**src/rtl/rt_pixel_scheduler.sv**
```systemverilog
// Raster-order pixel scheduler: issues (x,y) rays to the ray generation unit under
// credit flow control and tags returning results with their pixel coordinates.
module rt_pixel_scheduler #(
  parameter int COORD_W = 12,
  parameter int CREDITS = 8,
  parameter int FP_WL   = 32,
  parameter int FP_QW   = 16
) (
  input  logic               clk,
  input  logic               reset,
  input  logic               frame_start,
  input  logic               abort,
  input  logic [COORD_W-1:0] img_width,
  input  logic [COORD_W-1:0] img_height,
  output logic               rgu_start,
  output logic [FP_WL-1:0]   rgu_x,
  output logic [FP_WL-1:0]   rgu_y,
  input  logic               rgu_valid,
  output logic               ray_valid,
  output logic [COORD_W-1:0] ray_px,
  output logic [COORD_W-1:0] ray_py,
  input  logic               credit_return,
  output logic               busy,
  output logic               frame_done,
  output logic               frame_aborted,
  output logic               tag_error
);

  if (COORD_W + FP_QW >= FP_WL) begin : g_bad_fp
    $error("rt_pixel_scheduler: COORD_W+FP_QW must be less than FP_WL");
  end
  if (CREDITS < 1 || CREDITS > 16) begin : g_bad_credits
    $error("rt_pixel_scheduler: CREDITS must be within 1..16");
  end

  localparam int         DEPTH     = 16;
  localparam int         CRW       = 5;
  localparam logic [4:0] FIFO_FULL = 5'd16;
  localparam logic [CRW-1:0] CRED_MAX = CRW'(CREDITS);

  typedef enum logic [1:0] {IDLE, RUN, DRAIN, DONE} state_t;

  state_t               state, state_nxt;
  logic [COORD_W-1:0]   x, y, width, height;
  logic [CRW-1:0]       credits, credits_nxt;
  logic                 abort_flag;
  logic [2*COORD_W-1:0] tag_mem [DEPTH];
  logic [3:0]           wr_ptr, rd_ptr;
  logic [4:0]           tag_count;
  logic                 issue, last_pixel, push, pop, underflow, overflow, accept;
  logic [FP_WL-1:0]     x_fp, y_fp;

  assign last_pixel = (x == width - 1'b1) && (y == height - 1'b1);
  assign accept     = (state == IDLE) && frame_start;
  assign push       = issue && !(tag_count == FIFO_FULL);
  assign pop        = rgu_valid && (tag_count != 5'd0);
  assign underflow  = rgu_valid && (tag_count == 5'd0);
  assign overflow   = issue && (tag_count == FIFO_FULL);
  assign x_fp       = FP_WL'(x) << FP_QW;
  assign y_fp       = FP_WL'(y) << FP_QW;

  always_comb begin
    state_nxt = state;
    issue     = 1'b0;
    case (state)
      IDLE: begin
        if (frame_start) begin
          if (img_width != '0 && img_height != '0) state_nxt = RUN;
          else                                     state_nxt = DONE;
        end
      end
      RUN: begin
        // abort takes priority over any issue, including the final pixel
        if (abort) begin
          state_nxt = DRAIN;
        end else if (credits != '0) begin
          issue = 1'b1;
          if (last_pixel) state_nxt = DRAIN;
        end
      end
      DRAIN: begin
        if (tag_count == 5'd0 && !pop && !push) state_nxt = DONE;
      end
      DONE:    state_nxt = IDLE;
      default: state_nxt = IDLE;
    endcase
  end

  always_comb begin
    credits_nxt = credits;
    case ({issue, credit_return})
      2'b10:   credits_nxt = credits - 1'b1;
      2'b01:   credits_nxt = (credits == CRED_MAX) ? credits : credits + 1'b1;
      default: credits_nxt = credits;
    endcase
    if (accept && tag_count == 5'd0) credits_nxt = CRED_MAX;
  end

  always_ff @(posedge clk) begin
    if (reset) begin
      state      <= IDLE;
      x          <= '0;
      y          <= '0;
      width      <= '0;
      height     <= '0;
      credits    <= CRED_MAX;
      abort_flag <= 1'b0;
      wr_ptr     <= '0;
      rd_ptr     <= '0;
      tag_count  <= '0;
      tag_error  <= 1'b0;
      rgu_start  <= 1'b0;
      rgu_x      <= '0;
      rgu_y      <= '0;
      for (int i = 0; i < DEPTH; i++) tag_mem[i] <= '0;
    end else begin
      state     <= state_nxt;
      credits   <= credits_nxt;
      rgu_start <= issue;
      tag_error <= tag_error | underflow | overflow;

      if (accept) begin
        width      <= img_width;
        height     <= img_height;
        x          <= '0;
        y          <= '0;
        abort_flag <= 1'b0;
      end else if (issue) begin
        rgu_x <= x_fp;
        rgu_y <= y_fp;
        if (x == width - 1'b1) begin
          x <= '0;
          y <= y + 1'b1;
        end else begin
          x <= x + 1'b1;
        end
      end

      if ((state == RUN || state == DRAIN) && abort) abort_flag <= 1'b1;
      else if (state == DONE)                        abort_flag <= 1'b0;

      if (push) begin
        tag_mem[wr_ptr] <= {x, y};
        wr_ptr          <= wr_ptr + 1'b1;
      end
      if (pop) rd_ptr <= rd_ptr + 1'b1;
      tag_count <= tag_count + {4'd0, push} - {4'd0, pop};
    end
  end

  assign {ray_px, ray_py} = tag_mem[rd_ptr];
  assign ray_valid        = rgu_valid;
  assign busy             = (state != IDLE);
  assign frame_done       = (state == DONE) && !abort_flag;
  assign frame_aborted    = (state == DONE) && abort_flag;

endmodule

```
**config.mk**
```make
export PLATFORM = sky130hd
export DESIGN_NAME = rt_pixel_scheduler
export DESIGN_NICKNAME = d
export VERILOG_FILES = /design/src/rtl/rt_pixel_scheduler.sv
export SDC_FILE = /design/constraint.sdc
export NUM_CORES = 1
export LEC_CHECK = 0
export BUFFER_PORTS_ARGS = -buffer_cell sky130_fd_sc_hd__buf_2
export CORE_MARGIN = 5
export CORE_UTILIZATION = 36
export CTS_CLUSTER_SIZE = 12
export DETAILED_ROUTE_END_ITERATION = 7
export GPL_ROUTABILITY_DRIVEN = 0
export PLACE_DENSITY = 0.59
export SETUP_SLACK_MARGIN = 0.02
export SYNTH_ARGS = -nofsm -noshare
export SYNTH_HDL_FRONTEND = slang
export SYNTH_SLANG_ARGS = --single-unit
```
**constraint.sdc**
```tcl
create_clock -name clk -period 9.4 [get_ports clk]
set_clock_uncertainty 0.2 [all_clocks]
set_input_delay 0.47 -clock clk [delete_from_list [all_inputs] [get_ports clk]]
set_output_delay 0.47 -clock clk [all_outputs]
set_load 0.01 [all_outputs]
```
-- Yosys cells after proc, flatten, opt, wreduce, memory -nomap -nowiden
Memories as Yosys holds them, arrays and structs flattened. A register that Yosys moved wholly into a read port is not among the register bits.
Cells that the tools add are included.
- $add $sub $neg: 10
- eq/ne operators: 14
- multiplexer cells: 26
- bitwise operators: 3
- reductions and logical operators: 34
- operators with widths (cell ; number):
    $add 12x1->12 const B ; 2
    $eq 12x12->1 ; 2
    $mux 24 ; 1
    $reduce_bool 12->1 ; 2
    $reduce_or 24->1 ; 1
    $sub 12x1->12 const B ; 2
    $logic_and 1x1->1 ; 13
    $mux 1 ; 12
    $mux 12 ; 1
    $mux 2 ; 6
    $mux 4 ; 3
    $pmux 5 s2 ; 1
    $reduce_bool 5->1 ; 2
    $add 4x1->4 const B ; 2
    $pmux 2 s4 ; 1
    $eq 2x2->1 const B ; 3
    $ne 2x2->1 const B ; 3
    $ne 3x3->1 const B ; 2
    $reduce_and 2->1 ; 3
    $add 5x1->5 ; 1
    $add 5x1->5 const B ; 1
    $eq 5x4->1 const B ; 1
    $eq 5x5->1 const B ; 1
    $logic_not 5->1 ; 1
    13 further kinds ; 20
- flip-flop bits (word level): 95
- bits in writable memories: 384
- input port bits: 30
- output and inout bits: 94
- logic and storage cells: 102
- memories: 1
- memories (name ; depth ; width ; rd ports ; clocked after Yosys merged registers in ; write ports ; RTL line ; text):
    tag_mem ; 16 ; 24 ; 1 ; 1 ; 16 ; 47 ; logic [2*COORD_W-1:0] tag_mem [DEPTH];

-- Longest topological paths before layout
Gate-level depths: netlist (run 1).
- depth in word-level cells: 10
- mapped depth: 16
- depth with buffers taken out: 16

-- Worst setup path before layout (run 1)
No wires, ideal clock.
- kind: register to register
- start: reg state[1]
- end: reg tag_count[4]
- library setup time: 0.070 ns
- arrival time: 2.717 ns
- data required time: 9.130 ns
- slack: 6.413 ns
- stages on the path, launching flop included: 17
- path buffers: 0
- clock period less this slack: 2.987 ns
- cells stage by stage: dfxtp_1 inv_1 ha_1 nor2b_1 nand2_1 a21oi_1 inv_1 ha_1 inv_1 ha_1 inv_1 fa_1 inv_1 a21oi_1 nor2_1 or3_1 a21oi_1
- word-level cells in the longest chain between the ends: 5
- ends and longest elaborated chain (what ; RTL line ; text):
    start, declared ; 43 ; state_t state, state_nxt;
    start signal, assigned ; 117 ; state <= state_nxt;
    $eq 2x1->1 ; 65 ; case (state)
    $mux 1 ; 65 ;
    $logic_and 1x1->1 ; 55 ; assign push = issue && !(tag_count == FIFO_FULL);
    $add 5x1->5 ; 147 ; tag_count <= tag_count + {4'd0, push} - {4'd0, pop};
    $sub 5x1->5 ; 147 ;
    end signal, assigned ; 147 ;
    end, declared ; 49 ; logic [4:0] tag_count;
No other way between the ends.
A chain may end at the register's enable or synchronous reset.

==> impl.org, run 1 <==
** Outcome
- The run finished with clean final reports.

** Worst hold path
- Worst min path class :: input port to flop

** Setup path
- The critical path crosses 11 cells after its start point.
- Crit path capture :: tag_mem[13][9]
- Start point of the critical path :: state[1]
- Number of cell instances on the worst register-to-register path :: 11
- Arrival time at the worst endpoint :: 4.43 ns
- Counting both buffers and inverters, the worst setup path holds a total of 3.
- R2R setup slack :: 5.00 ns
- Crit Path Category :: flop to flop
- Delay of the slowest critical-path stage :: 0.62 ns
- The worst setup path is captured at a flop.
- Crit path launch type :: flop
- Traced cell by cell, the critical path runs through inv_1 -> ha_1 -> nor2b_1 -> nand2_1 -> a21oi_1 -> inv_1 -> nor2_1 -> nand2_1 -> nor2_1 -> buf_4 -> or2_2.
- Required time at the endpoint of the critical path :: 9.44 ns
- Critical path's top delay family :: simple AND/OR/NAND/NOR gates
- Among all stages on the critical path, the largest delay is contributed by nor2_1.
- Largest fanout of any net on the critical path :: 24
- Origin of the critical flop-to-flop path :: state[1]
- The worst register-to-register path ends at tag_mem[13][9].

** Clocking
- # H-tree levels :: 2
- The number of gates resized after CTS was 0.
- Post-CTS setup-driven buffer insertion count :: 0
- TritonCTS clock tree :: yes
- CTS placed an instance of clkbuf_16 at the clock tree root.
- Clock slew at the register clock pins of the worst setup and hold paths :: 0.06 ns
- The number of hold buffers added after CTS was 25.
- TritonCTS created 52 clock buffers.
- Count of clock tree sinks :: 483
- Insertion delay to the later sink of the worst-skew pair :: 0.59 ns
- Maximum number of buffers from clock root to sink :: 3

** GRT
- Via count of the first global-routing pass :: 13700
- Initial antenna violation count :: 2
- In the global route stage, overall resource usage came out at 0.171.
- Entering global routing, the biggest net connects 70 pins.
- The first global-routing pass estimated 87900 um of wire.
- The total overflow left after global routing is 0.

** Cells and area
- After routing the design area is 0.0256 mm2.
- Area Overhead vs Synth :: 13.1%
- Final Net Count :: 1825
- Most frequent standard cell in the layout excluding fill and tap cells :: edfxtp_1
- Registers take 0.0135 mm2.
- In the layout the commonest cells are edfxtp_1, and2_1, nand2_1.
- Fillers :: 5788
- Utilization of the core after routing :: 0.408
- Of the cells placed in the final design, the portion with a size suffix greater than 1 is 0.192.
- In the final layout, the multi-input gates occupy 0.00830 mm2.

** Detailed routing
- For this block, the via count after detailed routing is 13600.
- Drt drc :: 0
- In the routed layout, each cell is associated on average with a via count of 5.12.
- Uppermost routed layer :: met5
- In the final routed layout, each cell accounts on average for 22.1 um.
- Wires add up to 58600 um.
- Length of routed wiring on met1 :: 25100 um
- Number of antenna-violating nets in the routed design :: 0
- The first detailed-routing pass took 5 iterations.
- In this run, the number of DRC markers left after iteration 0 of detailed routing was 1172.
- After detailed routing, the met2 layer carries 28500 um of wire.
- After detailed routing, the met3 layer carries 3480 um of wire.

** Floorplan
- Starting utilization of the core area :: 0.361
- After floorplanning, the core was sized to cover 0.0627 mm2.
- For this design the top-level I/O count stands at 124.
- Chip width :: 261 um
- The floorplan has 92 rows.
- Die outline area :: 0.0680 mm2
- Die Y :: 261 um

** Pwr
- The design draws 5830 uW.
- For this design the static power due to leakage is 0.00893 uW.
- Worst IR drop on VDD :: 0.236 mV
- Dividing total power by cell area gives a power density of 228 mW/mm2.

** Synth
- For this run, the register share of the synthesized area comes to 0.596.
- Yosys printed 0 warnings.
- FFs w/ async S/R, synth :: 0
- Ys flop type :: edfxtp_1
- A synthesized cell averages 13.2 um2.
- Number of enable flip-flop cells after synthesis :: 384
- After synthesis the netlist holds a flip-flop and latch count of 483.
- Synthesis handed over a netlist of 1718 instances.
- Counting distinct cell types in the post-synthesis netlist gives 63.
- Synth Cell Area :: 0.0227 mm2

** Timing
- Of the available clock period, the critical path in the final layout requires 0.468.
- Peak clock frequency supported by timing :: 227 MHz
- At the pin with the least slew margin, the transition time is 1.12 ns.
- Normalized max-slew margin :: 0.251
- Total negative slack :: 0 ns
- The final number of hold-violating endpoints is 0.
- Setup repair after global routing left no endpoint under its margin.
- The max-slew violation count was 0.
- On the final layout, the worst hold slack is 0.121 ns.
- Endpoints failing setup :: 0
- The clock period could shrink to 4.40 ns.

** Placement
- Once placement finished, the instance area stood at 0.0237 mm2.
- Number of buffer cells added on primary ports :: 83
- DP HPWL :: 38400 um

** Flow run
- Max-cap violations in this run came to 0.
## logic make-up (layout without fill, tap and decap cells)
group,count (synthesis),count (layout),synth area share
buffers and inverters,221,274,0.0447
AOI/OAI and AO/OA,112,112,0.0309
muxes,129,129,0.123
DFF,483,483,0.596
adders and majority gates,25,25,0.0145
other,1,41,0.000166
xor gates and xnor gates,54,54,0.0209
and+or+nand+nor,693,693,0.169
## routing by layer
layer | global-route usage | vias up
met2 | 0.282 | 469
met4 | 0.0489 | 2
li1 | - | 6214
met1 | 0.236 | 6837
met3 | 0.0247 | 76
met5 | 0 | -
## worst min-delay path by stage
stage          slack, ns  cells after the start         end       start
6_report            0.12                      4   tag_error   rgu_valid
5_1_grt             0.14                      4   tag_error   rgu_valid
4_1_cts             0.07                      4   tag_error   rgu_valid
3_5_place_dp        0.25                      2   rgu_x[21]   rgu_x[21]
3_3_place_gp        0.24                      2   rgu_y[19]   rgu_y[19]
2_1_floorplan       0.25                      2  height[11]  height[11]
## registers in the layout, indices dropped and copies added (netlist names), 12 cells and up, named ones only
signal / cells
rgu_x: 12
tag_mem: 384
x: 12
rgu_y: 12
width: 12
height: 12
y: 12
## report_power, final
group	internal, uW	switching [uW]
combinational	572	705
clock	1140	850
sequential	2440	126
total	4150	1680
## synthesized netlist by cell type (4+ instances only)
cell type / n / area (um2)
buf_2: 9 / 45.0
nand2b_1: 5 / 31.3
or3_1: 12 / 75.1
o31ai_1: 4 / 30.0
and3_1: 4 / 25.0
xor2_1: 23 / 201
nor4_1: 28 / 175
or2_2: 16 / 100
a21oi_1: 62 / 310
dfxtp_1: 99 / 1980
nor2_1: 64 / 240
buf_1: 13 / 48.8
o211ai_1: 6 / 45.0
nand2_1: 125 / 469
mux4_2: 120 / 2700
o21ai_0: 5 / 25.0
inv_1: 23 / 86.3
nand4_1: 11 / 68.8
nand3_1: 17 / 85.1
buf_4: 42 / 315
nor3_1: 67 / 335
a31oi_1: 5 / 31.3
ha_1: 23 / 288
xnor2_1: 31 / 272
mux2i_1: 8 / 80.1
clkinv_1: 4 / 15.0
and2_1: 324 / 2030
edfxtp_1: 384 / 11500
a21o_1: 6 / 45.0
clkbuf_1: 128 / 480
## through the flow
step | std cells | worst slack, ns
finish | 2657 | 5.00
CTS | 2656 | 4.99
global placement | 2537 | 5.12
floorplan | 1757 | 6.41
detailed placement | 2537 | 5.01
global route | 2656 | 4.66
## final cells by class
type	count	share of cell area
flip-flops and latches	483	0.528
multi-input cells	1053	0.324
clock buffers	67	0.0538
well taps	846	0.0413
repair buffers	153	0.0392
clock inverters	27	0.00987
inverters	27	0.00396
diodes	1	0.0000977
## worst register-to-register path, stage by stage, from the launching register on
cell and delay, ns:
dfxtp_1 0.32, inv_1 0.12, ha_1 0.15, nor2b_1 0.31, nand2_1 0.26, a21oi_1 0.35, inv_1 0.17, nor2_1 0.23
nand2_1 0.52, nor2_1 0.63, buf_4 0.27, or2_2 0.51
Power figures use the tool's default switching activity.
==> run 2, diff against run 1 <==
clock period = 4.2 ns   (was 9.4 ns; I/O delays follow)
==> run 2 against run 1 <==
Sequential power grew 120%; cell count grew 1.1%; critical path depth is the same; via count grew 1.6%; final area grew 1.0%; total power grew 120%; die area is the same; worst setup slack lost 4.4 ns; largest cell class unchanged; highest routed layer unchanged.
==> impl.org, run 2 (synthesis results as in run 1) <==
** Timing
- After routing, the total negative slack on setup checks comes to 0 ns.
- Setup repair after global routing missed its margin :: no
- Derived from the worst setup path, the maximum achievable clock frequency is 278 MHz.
- Normalized max-slew margin :: 0.228
- Actual transition at the worst max-transition pin :: 1.16 ns
- Max-slew violations :: 0
- The clock period could shrink to 3.60 ns.
- Endpoints failing setup :: 0
- Period utilization :: 0.857
- Number of hold violations in the final report :: 0

** Floorplan
- Core area :: 0.0627 mm2
- The die is 261 um wide.
- From bottom edge to top edge, the die measures 261 um.
- Top-level port count :: 124
- Starting utilization of the core area :: 0.361
- Row generation in the floorplan step produced 92 rows.
- Die outline area :: 0.0680 mm2

** Clocking
- After clock tree synthesis, the repair step resized 0 gates.
- In this run, CTS created clock tree buffers numbering 51.
- Count of hold-fix buffers inserted at cts :: 51
- The clock net in this run drives a total of 483 sinks.
- The tree is rooted in a clkbuf_16.
- The H-tree was split into 2 levels.
- After clock tree synthesis, the clock-pin slew on the worst setup and hold paths is 0.06 ns.
- Insertion delay to the later sink of the worst-skew pair :: 0.60 ns
- The longest clock path from root to sink contains 3 buffers.
- Post-CTS setup-driven buffer insertion count :: 0
- TritonCTS clock tree :: yes

** Cells and area
- Count of antenna diodes in the layout :: 0
- Commonest cells after routing, fill and taps aside :: edfxtp_1, and2_1, nand2_1
- The finished layout holds 2686 standard cells, fillers aside.
- Leaving out fill and tap cells, the most frequent cell in the layout is edfxtp_1.
- Register with the most flip-flops :: tag_mem
- Area Overhead vs Synth :: 14.2%
- The register with the most flip-flops in the layout has 384 of them.
- In the final layout, the share of cells above drive strength 1 is 0.191.
- At the end of the flow, the number of nets in the layout was 1855.

** GRT
- Sum of overflow across all layers after global routing :: 0
- Entering global routing, the biggest net connects 100 pins.
- Initial antenna violation count :: 1
- Via count of the first global-routing pass :: 14000
- Wire length of the first global-routing pass :: 88200 um
- GRT Total Usage :: 0.169

** Setup path
- For the worst setup path, the data arrival time is 3.62 ns.
- Largest fanout of any net on the critical path :: 24
- Endpoint class of the critical path :: flop
- The worst setup path is launched from a flop.
- Crit Path Category :: flop to flop
- Required time at the endpoint of the critical path :: 4.22 ns

** Detailed routing
- Routed vias/inst :: 5.14
- Length of the first detailed-routing pass in iterations :: 5
- Number of antenna-violating nets in the routed design :: 0
- WL/cell :: 21.6 um
- In the routed design, unresolved DRC markers number 0.
- After detailed routing, the total wire length is 58100 um.
- Count of vias placed by the detailed router :: 13800
- Starting DRC count in detailed routing :: 1185

** Pwr
- Leakage power :: 0.00909 uW
- Across the VDD grid, the largest voltage drop is 0.308 mV.
- Power spread over the standard cell area amounts to 498 mW/mm2.
- After layout, the design draws a total of 12900 uW.

** Placement
- Post-Place Cells :: 2542
- Once detailed placement completed, the half-perimeter wirelength came to 38400 um.
- In this run the tool buffered the top-level ports with 83 buffer cells.

** Flow run
- Max capacitance violation total :: 0

** Outcome
- The flow ran to the end, and the final reports show no timing, DRC or antenna violations.

** Worst hold path
- Worst min path class :: input port to flop
-- run 2: worst max-delay path: stages, from the launching register on --
cell and delay [ns]:
dfxtp_1 0.32, inv_1 0.12, ha_1 0.15, nor2b_1 0.32, nand2_1 0.15, a21oi_1 0.28
inv_1 0.17, nor2_1 0.29, nand2_1 0.30, nor3_2 0.17, buf_4 0.24, or2_2 0.51
-- run 2: report_power, final --
part	internal (uW)	switching [uW]	total [uW]
registers	5450	267	5720
logic	1360	1510	2860
clock network	2460	1860	4310
-- run 2: final cells by class --
class | instances | area (um2)
clock buffer | 71 | 1410
timing repair buffer | 184 | 1330
inverter | 27 | 101
fill | 5704 | 36900
multi-input combinational | 1053 | 8300
clock inverter | 22 | 159
tap | 846 | 1060
sequential | 483 | 13500
-- run 2: final timing paths --
| check | start | to | slack [ns] | cells after the start |
|---|---|---|---|---|
| max reg2reg | state[1] | tag_mem[2][6] | 0.60 | 11 |
| max | state[1] | tag_mem[2][6] | 0.60 | 11 |
| min reg2reg | rgu_y[22] | rgu_y[22] | 0.25 | 2 |
| min | frame_start | y[0] | 0.06 | 3 |
-- run 2: per-stage QoR --
step           setup WS [ns]   util  hold slack [ns]  cell area, um2
2_1_floorplan           1.21      -            0.146           22800
3_3_place_gp           0.748  0.379            0.244           23800
3_5_place_dp           0.626  0.379            0.248           23800
4_1_cts                0.618  0.412           0.0165           25900
5_1_grt                0.324  0.412            0.107           25900
6_report               0.599  0.412           0.0573           25900
-- run 2: layer usage --
metal,vias up,track usage,wire [um]
li1,6280,-,-
met1,7069,0.236,25900
met2,384,0.282,28200
met3,75,0.0237,2840
met4,2,0.0418,1200
met5,-,0,13
